File: config.mk
export PLATFORM = sky130hd
export DESIGN_NAME = multicycle_control_flat
export DESIGN_NICKNAME = d
export VERILOG_FILES = /design/src/rtl/multicycle_control_if.sv /design/src/rtl/multicycle_control.sv /design/src/flat_wrapper.sv
export SDC_FILE = /design/constraint.sdc
export NUM_CORES = 1
export LEC_CHECK = 0
export BUFFER_PORTS_ARGS = -buffer_cell sky130_fd_sc_hd__buf_2
export CORE_ASPECT_RATIO = 0.6
export CORE_MARGIN = 4
export CORE_UTILIZATION = 49
export DETAILED_ROUTE_END_ITERATION = 6
export PLACE_DENSITY_LB_ADDON = 0.1
export SETUP_SLACK_MARGIN = 0.02
export SYNTH_ARGS = -nofsm -noshare
export SYNTH_HDL_FRONTEND = slang
export SYNTH_SLANG_ARGS = --single-unit
File: constraint.sdc
create_clock -name clk -period 3 [get_ports clk]
set_clock_uncertainty 0.1 [all_clocks]
set_input_delay 0.75 -clock clk [delete_from_list [all_inputs] [get_ports clk]]
set_output_delay 0.75 -clock clk [all_outputs]
set_load 0.03 [all_outputs]
File: src/rtl/multicycle_control_if.sv
// -----------------------------------------------------------------------------
// multicycle_control_if
// Bundles every non-clock/reset signal of the multi-cycle control unit.
//   master : the control unit (consumes IR fields and ready strobes, drives
//            datapath selects, write enables and memory/MUL-DIV requests)
//   slave  : the datapath / memory side (the opposite directions)
// Signals:
//   opcode, funct3, funct7_b0         IR fields
//   imem_ready, dmem_ready, md_done   completion strobes
//   take_branch                       branch comparator result
//   imem_req, ir_write                fetch request / IR load
//   dmem_req, dmem_we                 data request / store
//   md_start                          MUL/DIV start pulse
//   pc_write, pc_src                  PC update and source select
//   alu_op, alu_src_a, alu_src_b      ALU controls
//   reg_write, wb_sel                 register write-back
//   rm_type                           latched funct3
//   illegal, state, instret           status / debug
// -----------------------------------------------------------------------------
interface multicycle_control_if #(
    parameter int CNT_W = 32
);
    logic [6:0]       opcode;
    logic [2:0]       funct3;
    logic             funct7_b0;
    logic             imem_ready;
    logic             dmem_ready;
    logic             md_done;
    logic             take_branch;
    logic             imem_req;
    logic             ir_write;
    logic             dmem_req;
    logic             dmem_we;
    logic             md_start;
    logic             pc_write;
    logic [1:0]       pc_src;
    logic [1:0]       alu_op;
    logic [1:0]       alu_src_a;
    logic             alu_src_b;
    logic             reg_write;
    logic [1:0]       wb_sel;
    logic [2:0]       rm_type;
    logic             illegal;
    logic [2:0]       state;
    logic [CNT_W-1:0] instret;

    modport master (
        input  opcode, funct3, funct7_b0, imem_ready, dmem_ready, md_done, take_branch,
        output imem_req, ir_write, dmem_req, dmem_we, md_start, pc_write, pc_src,
               alu_op, alu_src_a, alu_src_b, reg_write, wb_sel, rm_type, illegal,
               state, instret
    );

    modport slave (
        output opcode, funct3, funct7_b0, imem_ready, dmem_ready, md_done, take_branch,
        input  imem_req, ir_write, dmem_req, dmem_we, md_start, pc_write, pc_src,
               alu_op, alu_src_a, alu_src_b, reg_write, wb_sel, rm_type, illegal,
               state, instret
    );
endinterface

File: src/rtl/multicycle_control.sv
// -----------------------------------------------------------------------------
// multicycle_control
// Multi-cycle RV32I control unit: FETCH -> DECODE -> EXEC -> (MEM) -> (WB),
// with a MULDIV wait state for the optional MUL/DIV unit and an absorbing TRAP
// state for illegal instructions. Outputs are decoded from the current state
// and the instruction class latched in DECODE.
// Ports:
//   clk  - clock
//   rst  - asynchronous active-high reset
//   bus  - multicycle_control_if master modport (IR fields, handshakes,
//          datapath controls, status)
// Parameters:
//   ENABLE_M - 1: R-type with funct7[0]=1 runs on the MUL/DIV unit; 0: illegal
//   CNT_W    - width of the retired-instruction counter
// -----------------------------------------------------------------------------
module multicycle_control #(
    parameter bit ENABLE_M = 1'b0,
    parameter int CNT_W    = 32
) (
    input  logic                 clk,
    input  logic                 rst,
    multicycle_control_if.master bus
);
    typedef enum logic [2:0] {
        ST_FETCH  = 3'd0,
        ST_DECODE = 3'd1,
        ST_EXEC   = 3'd2,
        ST_MEM    = 3'd3,
        ST_WB     = 3'd4,
        ST_MULDIV = 3'd5,
        ST_TRAP   = 3'd6
    } state_t;

    typedef enum logic [3:0] {
        CL_NONE   = 4'd0,
        CL_B      = 4'd1,
        CL_R      = 4'd2,
        CL_I      = 4'd3,
        CL_LOAD   = 4'd4,
        CL_STORE  = 4'd5,
        CL_LUI    = 4'd6,
        CL_AUIPC  = 4'd7,
        CL_JAL    = 4'd8,
        CL_JALR   = 4'd9,
        CL_FENCE  = 4'd10,
        CL_MULDIV = 4'd11
    } iclass_t;

    state_t           state_r, next_state_s;
    iclass_t          class_r, dec_class_s;
    logic [2:0]       rm_type_r;
    logic             illegal_r;
    logic             md_first_r;
    logic [CNT_W-1:0] instret_r;
    logic             retire_s;

    logic             imem_req_s, ir_write_s, dmem_req_s, dmem_we_s, md_start_s;
    logic             pc_write_s, alu_src_b_s, reg_write_s;
    logic [1:0]       pc_src_s, alu_op_s, alu_src_a_s, wb_sel_s;

    // ALU controls for a class, packed as {alu_op, alu_src_a, alu_src_b}.
    // Held through MEM/WB so the address / result stays stable.
    function automatic logic [4:0] alu_ctrl(input iclass_t c);
        case (c)
            CL_B:                alu_ctrl = {2'b11, 2'b00, 1'b0};
            CL_R:                alu_ctrl = {2'b10, 2'b00, 1'b0};
            CL_I:                alu_ctrl = {2'b01, 2'b00, 1'b1};
            CL_LOAD, CL_STORE:   alu_ctrl = {2'b00, 2'b00, 1'b1};
            CL_LUI:              alu_ctrl = {2'b00, 2'b10, 1'b1};
            CL_AUIPC:            alu_ctrl = {2'b00, 2'b01, 1'b1};
            CL_JALR:             alu_ctrl = {2'b00, 2'b00, 1'b1};
            default:             alu_ctrl = {2'b00, 2'b00, 1'b0};
        endcase
    endfunction

    // Opcode classification; CL_NONE marks an instruction that must trap.
    always_comb begin
        dec_class_s = CL_NONE;
        case (bus.opcode)
            7'b1100011: dec_class_s = CL_B;
            7'b0110011: begin
                if (!bus.funct7_b0) begin
                    dec_class_s = CL_R;
                end else if (ENABLE_M) begin
                    dec_class_s = CL_MULDIV;
                end else begin
                    dec_class_s = CL_NONE;
                end
            end
            7'b0010011: dec_class_s = CL_I;
            7'b0000011: dec_class_s = CL_LOAD;
            7'b0100011: dec_class_s = CL_STORE;
            7'b0110111: dec_class_s = CL_LUI;
            7'b0010111: dec_class_s = CL_AUIPC;
            7'b1101111: dec_class_s = CL_JAL;
            7'b1100111: dec_class_s = CL_JALR;
            7'b0001111: dec_class_s = CL_FENCE;
            default:    dec_class_s = CL_NONE;
        endcase
    end

    // Next-state and output decode.
    always_comb begin
        next_state_s = state_r;
        imem_req_s   = 1'b0;
        ir_write_s   = 1'b0;
        dmem_req_s   = 1'b0;
        dmem_we_s    = 1'b0;
        md_start_s   = 1'b0;
        pc_write_s   = 1'b0;
        pc_src_s     = 2'b00;
        alu_op_s     = 2'b00;
        alu_src_a_s  = 2'b00;
        alu_src_b_s  = 1'b0;
        reg_write_s  = 1'b0;
        wb_sel_s     = 2'b00;
        if ((state_r == ST_EXEC) || (state_r == ST_MEM) || (state_r == ST_WB)) begin
            {alu_op_s, alu_src_a_s, alu_src_b_s} = alu_ctrl(class_r);
        end else begin
            {alu_op_s, alu_src_a_s, alu_src_b_s} = 5'b00000;
        end
        case (state_r)
            ST_FETCH: begin
                imem_req_s = 1'b1;
                if (bus.imem_ready) begin
                    ir_write_s   = 1'b1;
                    next_state_s = ST_DECODE;
                end else begin
                    next_state_s = ST_FETCH;
                end
            end
            ST_DECODE: begin
                if (dec_class_s == CL_NONE) begin
                    next_state_s = ST_TRAP;
                end else if (dec_class_s == CL_MULDIV) begin
                    next_state_s = ST_MULDIV;
                end else begin
                    next_state_s = ST_EXEC;
                end
            end
            ST_EXEC: begin
                case (class_r)
                    CL_B: begin
                        pc_write_s   = 1'b1;
                        pc_src_s     = bus.take_branch ? 2'b01 : 2'b00;
                        next_state_s = ST_FETCH;
                    end
                    CL_JAL: begin
                        pc_write_s   = 1'b1;
                        pc_src_s     = 2'b10;
                        next_state_s = ST_WB;
                    end
                    CL_JALR: begin
                        pc_write_s   = 1'b1;
                        pc_src_s     = 2'b11;
                        next_state_s = ST_WB;
                    end
                    CL_LOAD, CL_STORE:           next_state_s = ST_MEM;
                    CL_R, CL_I, CL_LUI, CL_AUIPC: next_state_s = ST_WB;
                    CL_FENCE: begin
                        pc_write_s   = 1'b1;
                        pc_src_s     = 2'b00;
                        next_state_s = ST_FETCH;
                    end
                    // Unreachable class in EXEC: fail safe rather than guess.
                    default:                     next_state_s = ST_TRAP;
                endcase
            end
            ST_MEM: begin
                dmem_req_s = 1'b1;
                dmem_we_s  = (class_r == CL_STORE);
                if (!bus.dmem_ready) begin
                    next_state_s = ST_MEM;
                end else if (class_r == CL_STORE) begin
                    pc_write_s   = 1'b1;
                    pc_src_s     = 2'b00;
                    next_state_s = ST_FETCH;
                end else begin
                    next_state_s = ST_WB;
                end
            end
            ST_WB: begin
                reg_write_s = 1'b1;
                case (class_r)
                    CL_LOAD:         wb_sel_s = 2'b01;
                    CL_JAL, CL_JALR: wb_sel_s = 2'b10;
                    CL_MULDIV:       wb_sel_s = 2'b11;
                    default:         wb_sel_s = 2'b00;
                endcase
                // Jumps already wrote their target PC in EXEC.
                pc_write_s   = !((class_r == CL_JAL) || (class_r == CL_JALR));
                pc_src_s     = 2'b00;
                next_state_s = ST_FETCH;
            end
            ST_MULDIV: begin
                md_start_s = md_first_r;
                if (bus.md_done) begin
                    next_state_s = ST_WB;
                end else begin
                    next_state_s = ST_MULDIV;
                end
            end
            ST_TRAP:  next_state_s = ST_TRAP;
            default:  next_state_s = ST_FETCH;
        endcase
    end

    assign retire_s = (next_state_s == ST_FETCH) &&
                      ((state_r == ST_EXEC) || (state_r == ST_MEM) || (state_r == ST_WB));

    // State register and per-instruction context.
    always_ff @(posedge clk or posedge rst) begin
        if (rst) begin
            state_r    <= ST_FETCH;
            class_r    <= CL_NONE;
            rm_type_r  <= 3'd0;
            md_first_r <= 1'b0;
        end else begin
            state_r    <= next_state_s;
            md_first_r <= (state_r == ST_DECODE) && (next_state_s == ST_MULDIV);
            if (state_r == ST_DECODE) begin
                class_r   <= dec_class_s;
                rm_type_r <= bus.funct3;
            end
        end
    end

    // Sticky illegal flag and retired-instruction counter (wraps naturally).
    always_ff @(posedge clk or posedge rst) begin
        if (rst) begin
            illegal_r <= 1'b0;
            instret_r <= '0;
        end else begin
            illegal_r <= illegal_r | (next_state_s == ST_TRAP);
            if (retire_s) begin
                instret_r <= instret_r + {{(CNT_W-1){1'b0}}, 1'b1};
            end
        end
    end

    assign bus.imem_req  = imem_req_s;
    assign bus.ir_write  = ir_write_s;
    assign bus.dmem_req  = dmem_req_s;
    assign bus.dmem_we   = dmem_we_s;
    assign bus.md_start  = md_start_s;
    assign bus.pc_write  = pc_write_s;
    assign bus.pc_src    = pc_src_s;
    assign bus.alu_op    = alu_op_s;
    assign bus.alu_src_a = alu_src_a_s;
    assign bus.alu_src_b = alu_src_b_s;
    assign bus.reg_write = reg_write_s;
    assign bus.wb_sel    = wb_sel_s;
    assign bus.rm_type   = rm_type_r;
    assign bus.illegal   = illegal_r;
    assign bus.state     = state_r;
    assign bus.instret   = instret_r;
endmodule
File: src/flat_wrapper.sv
// flat-port wrapper written by rule: the top's interface ports become plain ports
module multicycle_control_flat 
#(
    parameter bit ENABLE_M = 1'b0,
    parameter int CNT_W    = 32
)
  (clk, rst, bus_opcode, bus_funct3, bus_funct7_b0, bus_imem_ready, bus_dmem_ready, bus_md_done, bus_take_branch, bus_imem_req, bus_ir_write, bus_dmem_req, bus_dmem_we, bus_md_start, bus_pc_write, bus_pc_src, bus_alu_op, bus_alu_src_a, bus_alu_src_b, bus_reg_write, bus_wb_sel, bus_rm_type, bus_illegal, bus_state, bus_instret);
  multicycle_control_if #(.CNT_W(CNT_W)) bus_i ();
  input  logic clk;
  input  logic rst;
  input wire logic [$bits(bus_i.opcode)-1:0] bus_opcode;
  input wire logic [$bits(bus_i.funct3)-1:0] bus_funct3;
  input wire logic [$bits(bus_i.funct7_b0)-1:0] bus_funct7_b0;
  input wire logic [$bits(bus_i.imem_ready)-1:0] bus_imem_ready;
  input wire logic [$bits(bus_i.dmem_ready)-1:0] bus_dmem_ready;
  input wire logic [$bits(bus_i.md_done)-1:0] bus_md_done;
  input wire logic [$bits(bus_i.take_branch)-1:0] bus_take_branch;
  output wire logic [$bits(bus_i.imem_req)-1:0] bus_imem_req;
  output wire logic [$bits(bus_i.ir_write)-1:0] bus_ir_write;
  output wire logic [$bits(bus_i.dmem_req)-1:0] bus_dmem_req;
  output wire logic [$bits(bus_i.dmem_we)-1:0] bus_dmem_we;
  output wire logic [$bits(bus_i.md_start)-1:0] bus_md_start;
  output wire logic [$bits(bus_i.pc_write)-1:0] bus_pc_write;
  output wire logic [$bits(bus_i.pc_src)-1:0] bus_pc_src;
  output wire logic [$bits(bus_i.alu_op)-1:0] bus_alu_op;
  output wire logic [$bits(bus_i.alu_src_a)-1:0] bus_alu_src_a;
  output wire logic [$bits(bus_i.alu_src_b)-1:0] bus_alu_src_b;
  output wire logic [$bits(bus_i.reg_write)-1:0] bus_reg_write;
  output wire logic [$bits(bus_i.wb_sel)-1:0] bus_wb_sel;
  output wire logic [$bits(bus_i.rm_type)-1:0] bus_rm_type;
  output wire logic [$bits(bus_i.illegal)-1:0] bus_illegal;
  output wire logic [$bits(bus_i.state)-1:0] bus_state;
  output wire logic [$bits(bus_i.instret)-1:0] bus_instret;
  assign bus_i.opcode = bus_opcode;
  assign bus_i.funct3 = bus_funct3;
  assign bus_i.funct7_b0 = bus_funct7_b0;
  assign bus_i.imem_ready = bus_imem_ready;
  assign bus_i.dmem_ready = bus_dmem_ready;
  assign bus_i.md_done = bus_md_done;
  assign bus_i.take_branch = bus_take_branch;
  assign bus_imem_req = bus_i.imem_req;
  assign bus_ir_write = bus_i.ir_write;
  assign bus_dmem_req = bus_i.dmem_req;
  assign bus_dmem_we = bus_i.dmem_we;
  assign bus_md_start = bus_i.md_start;
  assign bus_pc_write = bus_i.pc_write;
  assign bus_pc_src = bus_i.pc_src;
  assign bus_alu_op = bus_i.alu_op;
  assign bus_alu_src_a = bus_i.alu_src_a;
  assign bus_alu_src_b = bus_i.alu_src_b;
  assign bus_reg_write = bus_i.reg_write;
  assign bus_wb_sel = bus_i.wb_sel;
  assign bus_rm_type = bus_i.rm_type;
  assign bus_illegal = bus_i.illegal;
  assign bus_state = bus_i.state;
  assign bus_instret = bus_i.instret;
  multicycle_control #(.ENABLE_M(ENABLE_M), .CNT_W(CNT_W)) u_core (.clk(clk), .rst(rst), .bus(bus_i));
endmodule
==> results of run 1 <==
[stage by stage]
| stage | setup WS (ns) | hold slack, ns | instances | utilization [%] |
|---|---|---|---|---|
| after floorplan | 0.381 | 0.417 | 258 | - |
| after global placement | 0.436 | 0.355 | 387 | 58.2 |
| after detailed placement | 0.306 | 0.360 | 387 | 58.2 |
| after CTS | 0.266 | 0.250 | 395 | 60.6 |
| after global routing | 0.0891 | 0.253 | 395 | 60.6 |
| final | 0.273 | 0.249 | 395 | 60.6 |
[layout by cell type (no fill, tap or decap), types with 6 or more instances in the layout]
cell type  instances
nor3_1            11
nand4_1            7
inv_1              8
nand2_1           26
dfrtp_1           44
and2_1             6
clkbuf_8           6
xnor2_1           25
xor2_1             7
nor2_1            13
a21oi_1            7
nand3_1           15
o21ai_0            6
and3_1            13
buf_2             71
[flip-flops by register name (all words and copies together), names as in the netlist]
register,count
u_core.bus.illegal,1
u_core.bus.instret,32
u_core.bus.rm_type,3
u_core.bus.state,3
u_core.class_r,4
u_core.md_first_r,1
[power breakdown]
group          switching (uW)  leakage (uW)  internal [uW]  total, uW
Combinational             666      0.000871            367       1030
Clock                     212     0.0000614            273        484
Sequential                151      0.000584            689        840
[logic make-up (layout without fill, tap and decap cells)]
group | count (synthesis) | count (layout) | synth area share (%)
adder cells (fa/ha/maj) | 5 | 5 | 2.45
buffers and inverters | 19 | 90 | 3.82
flip-flops | 44 | 44 | 43.1
multiplexers | 4 | 4 | 1.76
XOR/XNOR | 32 | 32 | 11.0
other | 1 | 1 | 0.147
AO/OA/AOI/OAI | 36 | 36 | 12.1
AND/OR/NAND/NOR | 117 | 117 | 25.6
[worst paths after layout]
check / start / end / slack [ns] / depth (start not counted)
max in group asynchronous: rst / u_core.class_r[1] / 1.86 / 3
setup reg to reg: u_core.class_r[0] / u_core.bus.instret[19] / 0.32 / 8
setup / recovery: u_core.class_r[1] / bus_pc_write / 0.27 / 5
hold reg to reg: u_core.bus.instret[31] / u_core.bus.instret[31] / 0.37 / 1
min in group clk: u_core.bus.instret[31] / u_core.bus.instret[31] / 0.37 / 1
hold / removal: rst / u_core.bus.instret[9] / 0.25 / 2
[final cells by class]
| cell class | count | area share [%] |
|---|---|---|
| clock buffers | 6 | 2.69 |
| clock inverters | 2 | 1.27 |
| repair buffers | 73 | 12.1 |
| inverters | 9 | 1.10 |
| flip-flops and latches | 44 | 35.9 |
| multi-input cells | 195 | 44.2 |
| well taps | 66 | 2.69 |
[worst max-delay path: cells and delay by family, from the launching register on]
kind	cells	cell delay [ns]
compound gates	1	0.24
fa+ha+maj	1	0.37
buf+inv	2	0.34
flops	1	0.44
simple gates	1	0.20
[metal layers]
layer | vias to the layer above | wire length [um]
li1 | 1051 | -
met1 | 973 | 3120
met2 | 63 | 2150
met3 | 7 | 392
met4 | 0 | 58
met5 | - | 0
==> metrics.cfg, run 1 <==
[run_status]
status = completed

[grt]
grt_max_degree = 36
met3_usage_pct = 5.02
grt_use_met1_pct = 30.4
top_usage_layer = met1
grt.total_usage_pct = 18.5
overflow = 0
grt_pass1_wl_um = 9580
grt_pass1_vias = 1903
use_met2_pct = 23.5
antenna_found_initial = 0

[final_layout]
drive_gt1_share_pct = 30.4
area_growth_pct = 20.0
diodes = 0
nNetsFinal = 350
seq_area_mm2 = 0.00110
fillers = 476
fin_area_mm2 = 0.00306
multi_input_area_mm2 = 0.00136

[setup_path]
cp_slowest_cell = dfrtp_1
endpoint_kind = output pin
setup.worst_path.start_class = register
critical_path_class = reg -> out
arrival_ns = 1.88
worstPathMaxFanout = 12
worstPathRequired_ns = 2.15
path_cells = inv_1 -> ha_1 -> nand3b_1 -> o221ai_1 -> buf_2
cpPeakStageDelay_ns = 0.44

[clock_network]
cts_resized = 0
hold_buffers = 0
cts_tree = built
root_buffer = clkbuf_8
cts_buffers = 5
cts_max_path_buffers = 2
path_clk_slew_ns = 0.09
numClockSinks = 44
insertion_delay_ns = 0.30
htree_num_levels = 2
cts_setup_buffers = 0

[synthesis]
synth.avg_cell_area_um2 = 9.90
synthDistinctLibCells = 56
synth-edff-count = 0
syn-num-nets = 280
postSynthCellCount = 258
synth-seq-cells = 44
netlist_area_mm2 = 0.00255
async_reset_ff_share_pct = 100
synth_top_area_share_pct = 43.1
yosys.area.top_type = dfrtp_1
synthTopCellsByCount = 44 x dfrtp_1, 26 x nand2_1, 25 x xnor2_1
ys.flop_type = dfrtp_1
synth_most_common_cell = dfrtp_1
ys_seq_area_share_pct = 43.1
yosys_warnings = 0
synthTopCellsByArea = dfrtp_1 43%, xnor2_1 8.6%, nand2_1 3.8%

[timing]
clock.fmax_mhz = 367
hold_viol_final = 0
maxSlewHeadroom_pct = 55.3
min_period_ns = 2.73
maxSlewViolCount = 0
rsz0062_at_grt = false
setup_tns_ns = 0
setup_violations = 0
min_period_over_period_pct = 90.9
worstMarginPinSlew_ns = 0.665

[drt]
routed_wl_um = 5720
wire_per_inst_um = 14.5
ant_nets = 0
firstDrtPassIters = 4
avgViaCountPerCell = 5.30
drt_iter0_markers = 106
via_count = 2094
route.detailed.drc = 0

[power_and_ir_drop]
power.leakage_uw = 0.00152
total_power_uw = 2360
power_density_mw_per_mm2 = 769
peakVddDrop_mv = 0.556

[die]
dieArea_mm2 = 0.00647
die_h_um = 63.9
start_util_pct = 50.5
die_w_um = 101
rows = 20
core-area_mm2 = 0.00505
ios = 72

[place]
placed_cell_area_mm2 = 0.00294
portBuffers = 71
dpl.hpwl_um = 4270
gp_congestion = 0.848

[job]
maxCapViolations = 0

[hold_path]
hp-class = in -> async

Power figures use the tool's default switching activity.
==> run 2: changes to the inputs <==
- BUFFER_PORTS_ARGS: -buffer_cell sky130_fd_sc_hd__buf_2 -> -buffer_cell sky130_fd_sc_hd__clkbuf_2
==> metrics.cfg, run 2 (same netlist as run 1, synthesis figures left out) <==
[run_status]
status = completed  ; unchanged

[clock_network]
cts_setup_buffers = 0  ; unchanged
cts_max_path_buffers = 2  ; unchanged
cts_buffers = 5  ; unchanged
insertion_delay_ns = 0.29  ; was 0.30 ns
htree_num_levels = 2  ; unchanged
path_clk_slew_ns = 0.08  ; was 0.09 ns
cts_tree = built  ; unchanged
hold_buffers = 0  ; unchanged
cts_resized = 0  ; unchanged
root_buffer = clkbuf_8  ; unchanged
numClockSinks = 44  ; unchanged

[die]
dieArea_mm2 = 0.00647  ; unchanged
core-area_mm2 = 0.00505  ; unchanged
die_h_um = 63.9  ; unchanged
start_util_pct = 50.5  ; unchanged
ios = 72  ; unchanged
die_w_um = 101  ; unchanged
rows = 20  ; unchanged

[grt]
antenna_found_initial = 0  ; unchanged
grt_max_degree = 45  ; was 36
grt_pass1_wl_um = 9740  ; was 9580 um
grt.total_usage_pct = 18.7  ; was 18.5%
overflow = 0  ; unchanged
grt_pass1_vias = 1865  ; was 1903

[drt]
drt_iter0_markers = 114  ; was 106
routedLengthMet1_um = 3050  ; was 3120 um
dr_wl_met3_um = 424  ; was 392 um
wire_per_inst_um = 14.5  ; about the same
highest_layer = met4  ; unchanged
via_count = 2076  ; was 2094
avgViaCountPerCell = 5.28  ; was 5.30
route.detailed.drc = 0  ; unchanged
ant_nets = 0  ; unchanged
route.met2.wl_um = 2180  ; was 2150 um
firstDrtPassIters = 4  ; unchanged
routed_wl_um = 5700  ; was 5720 um

[timing]
maxSlewViolCount = 0  ; unchanged
maxSlewHeadroom_pct = 39.6  ; was 55.3%
setup_violations = 0  ; unchanged
worstMarginPinSlew_ns = 0.905  ; was 0.665 ns
min_period_ns = 2.74  ; was 2.73 ns
setup_tns_ns = 0  ; unchanged
clock.fmax_mhz = 365  ; was 367 MHz
hold_viol_final = 0  ; unchanged
final.setup.worst_slack_ns = 0.259  ; was 0.273 ns
min_period_over_period_pct = 91.4  ; was 90.9%
rsz0062_at_grt = false  ; unchanged

[setup_path]
worstPathRequired_ns = 2.15  ; about the same
endpoint_kind = output pin  ; unchanged
critical_path_class = reg -> out  ; unchanged
path_cells = inv_1 -> ha_1 -> nand3b_1 -> o221ai_1 -> clkbuf_2  ; was inv_1 -> ha_1 -> nand3b_1 -> o221ai_1 -> buf_2
worstPathMaxFanout = 12  ; unchanged
arrival_ns = 1.89  ; was 1.88 ns
cp_slowest_cell = dfrtp_1  ; unchanged
setup.worst_path.start_class = register  ; unchanged
path_delay_family = flip-flops  ; unchanged
cp.buffers_inverters = 2  ; unchanged
cpPeakStageDelay_ns = 0.44  ; about the same

[final_layout]
layout_common_cells = 71 x clkbuf_2, 44 x dfrtp_1, 26 x nand2_1  ; was 71 x buf_2, 44 x dfrtp_1, 26 x nand2_1
diodes = 0  ; unchanged
final_util_pct = 59.6  ; was 60.6%
nNetsFinal = 349  ; was 350
drive_gt1_share_pct = 29.7  ; was 30.4%
area_growth_pct = 18.0  ; was 20.0%
largest_register_ffs = 32  ; unchanged
final_common_cell = clkbuf_2  ; was buf_2

[hold_path]
hp-class = reg -> reg  ; was in -> async

[place]
portBuffers = 71  ; unchanged
gp_congestion = 0.854  ; was 0.848
pre_cts_slack_ns = 0.301  ; was 0.306 ns
dpl.hpwl_um = 4330  ; was 4270 um

[power_and_ir_drop]
power_density_mw_per_mm2 = 739  ; was 769 mW/mm^2
power.leakage_uw = 0.00146  ; was 0.00152 uW
total_power_uw = 2230  ; was 2360 uW
peakVddDrop_mv = 0.477  ; was 0.556 mV

[job]
maxCapViolations = 0  ; unchanged

-- run 2: final timing paths --
check	start	to	slack [ns]	cells after the start
setup / recovery	u_core.class_r[1]	bus_pc_write	0.26	5
hold / removal	u_core.bus.instret[31]	u_core.bus.instret[31]	0.38	1
setup reg to reg	u_core.class_r[0]	u_core.bus.instret[21]	0.27	8
hold reg to reg	u_core.bus.instret[31]	u_core.bus.instret[31]	0.38	1
max in group asynchronous	rst	u_core.class_r[0]	1.70	2
min in group asynchronous	rst	u_core.bus.instret[11]	0.53	2
-- run 2: metal layers --
metal,vias to the layer above,track usage [%]
li1,1041,-
met1,962,31.2
met2,66,23.5
met3,7,4.80
met4,0,3.98
met5,-,0
-- run 2: power breakdown --
group / leakage (uW) / switching, uW / internal, uW
clock network: 0.0000410 / 195 / 159
registers: 0.000584 / 151 / 689
logic: 0.000834 / 670 / 362
-- run 2: area by class of cell --
type	count	area [um^2]
fill	478	2040
multi-input combinational	195	1360
sequential	44	1100
timing repair buffer	72	363
tap	66	82.6
clock buffer	6	72.6
inverter	9	33.8
clock inverter	1	5.00
-- run 2: worst reg2reg max path, cell delays in order (launching register included) --
cell       delay (ns)
dfrtp_1          0.41
inv_1            0.09
ha_1             0.32
or4b_4           0.59
o22ai_4          0.16
o21ai_4          0.09
a2111oi_4        0.51
nand3_1          0.17
xnor2_1          0.17
-- run 2: metrics by stage --
| stage | cells | hold slack (ns) | cell area [um^2] |
|---|---|---|---|
| global route | 393 | 0.410 | 3010 |
| finish | 393 | 0.378 | 3010 |
| detailed placement | 386 | 0.368 | 2940 |
| CTS | 393 | 0.378 | 3010 |
| floorplan | 258 | 0.417 | 2550 |
| global placement | 386 | 0.360 | 2940 |
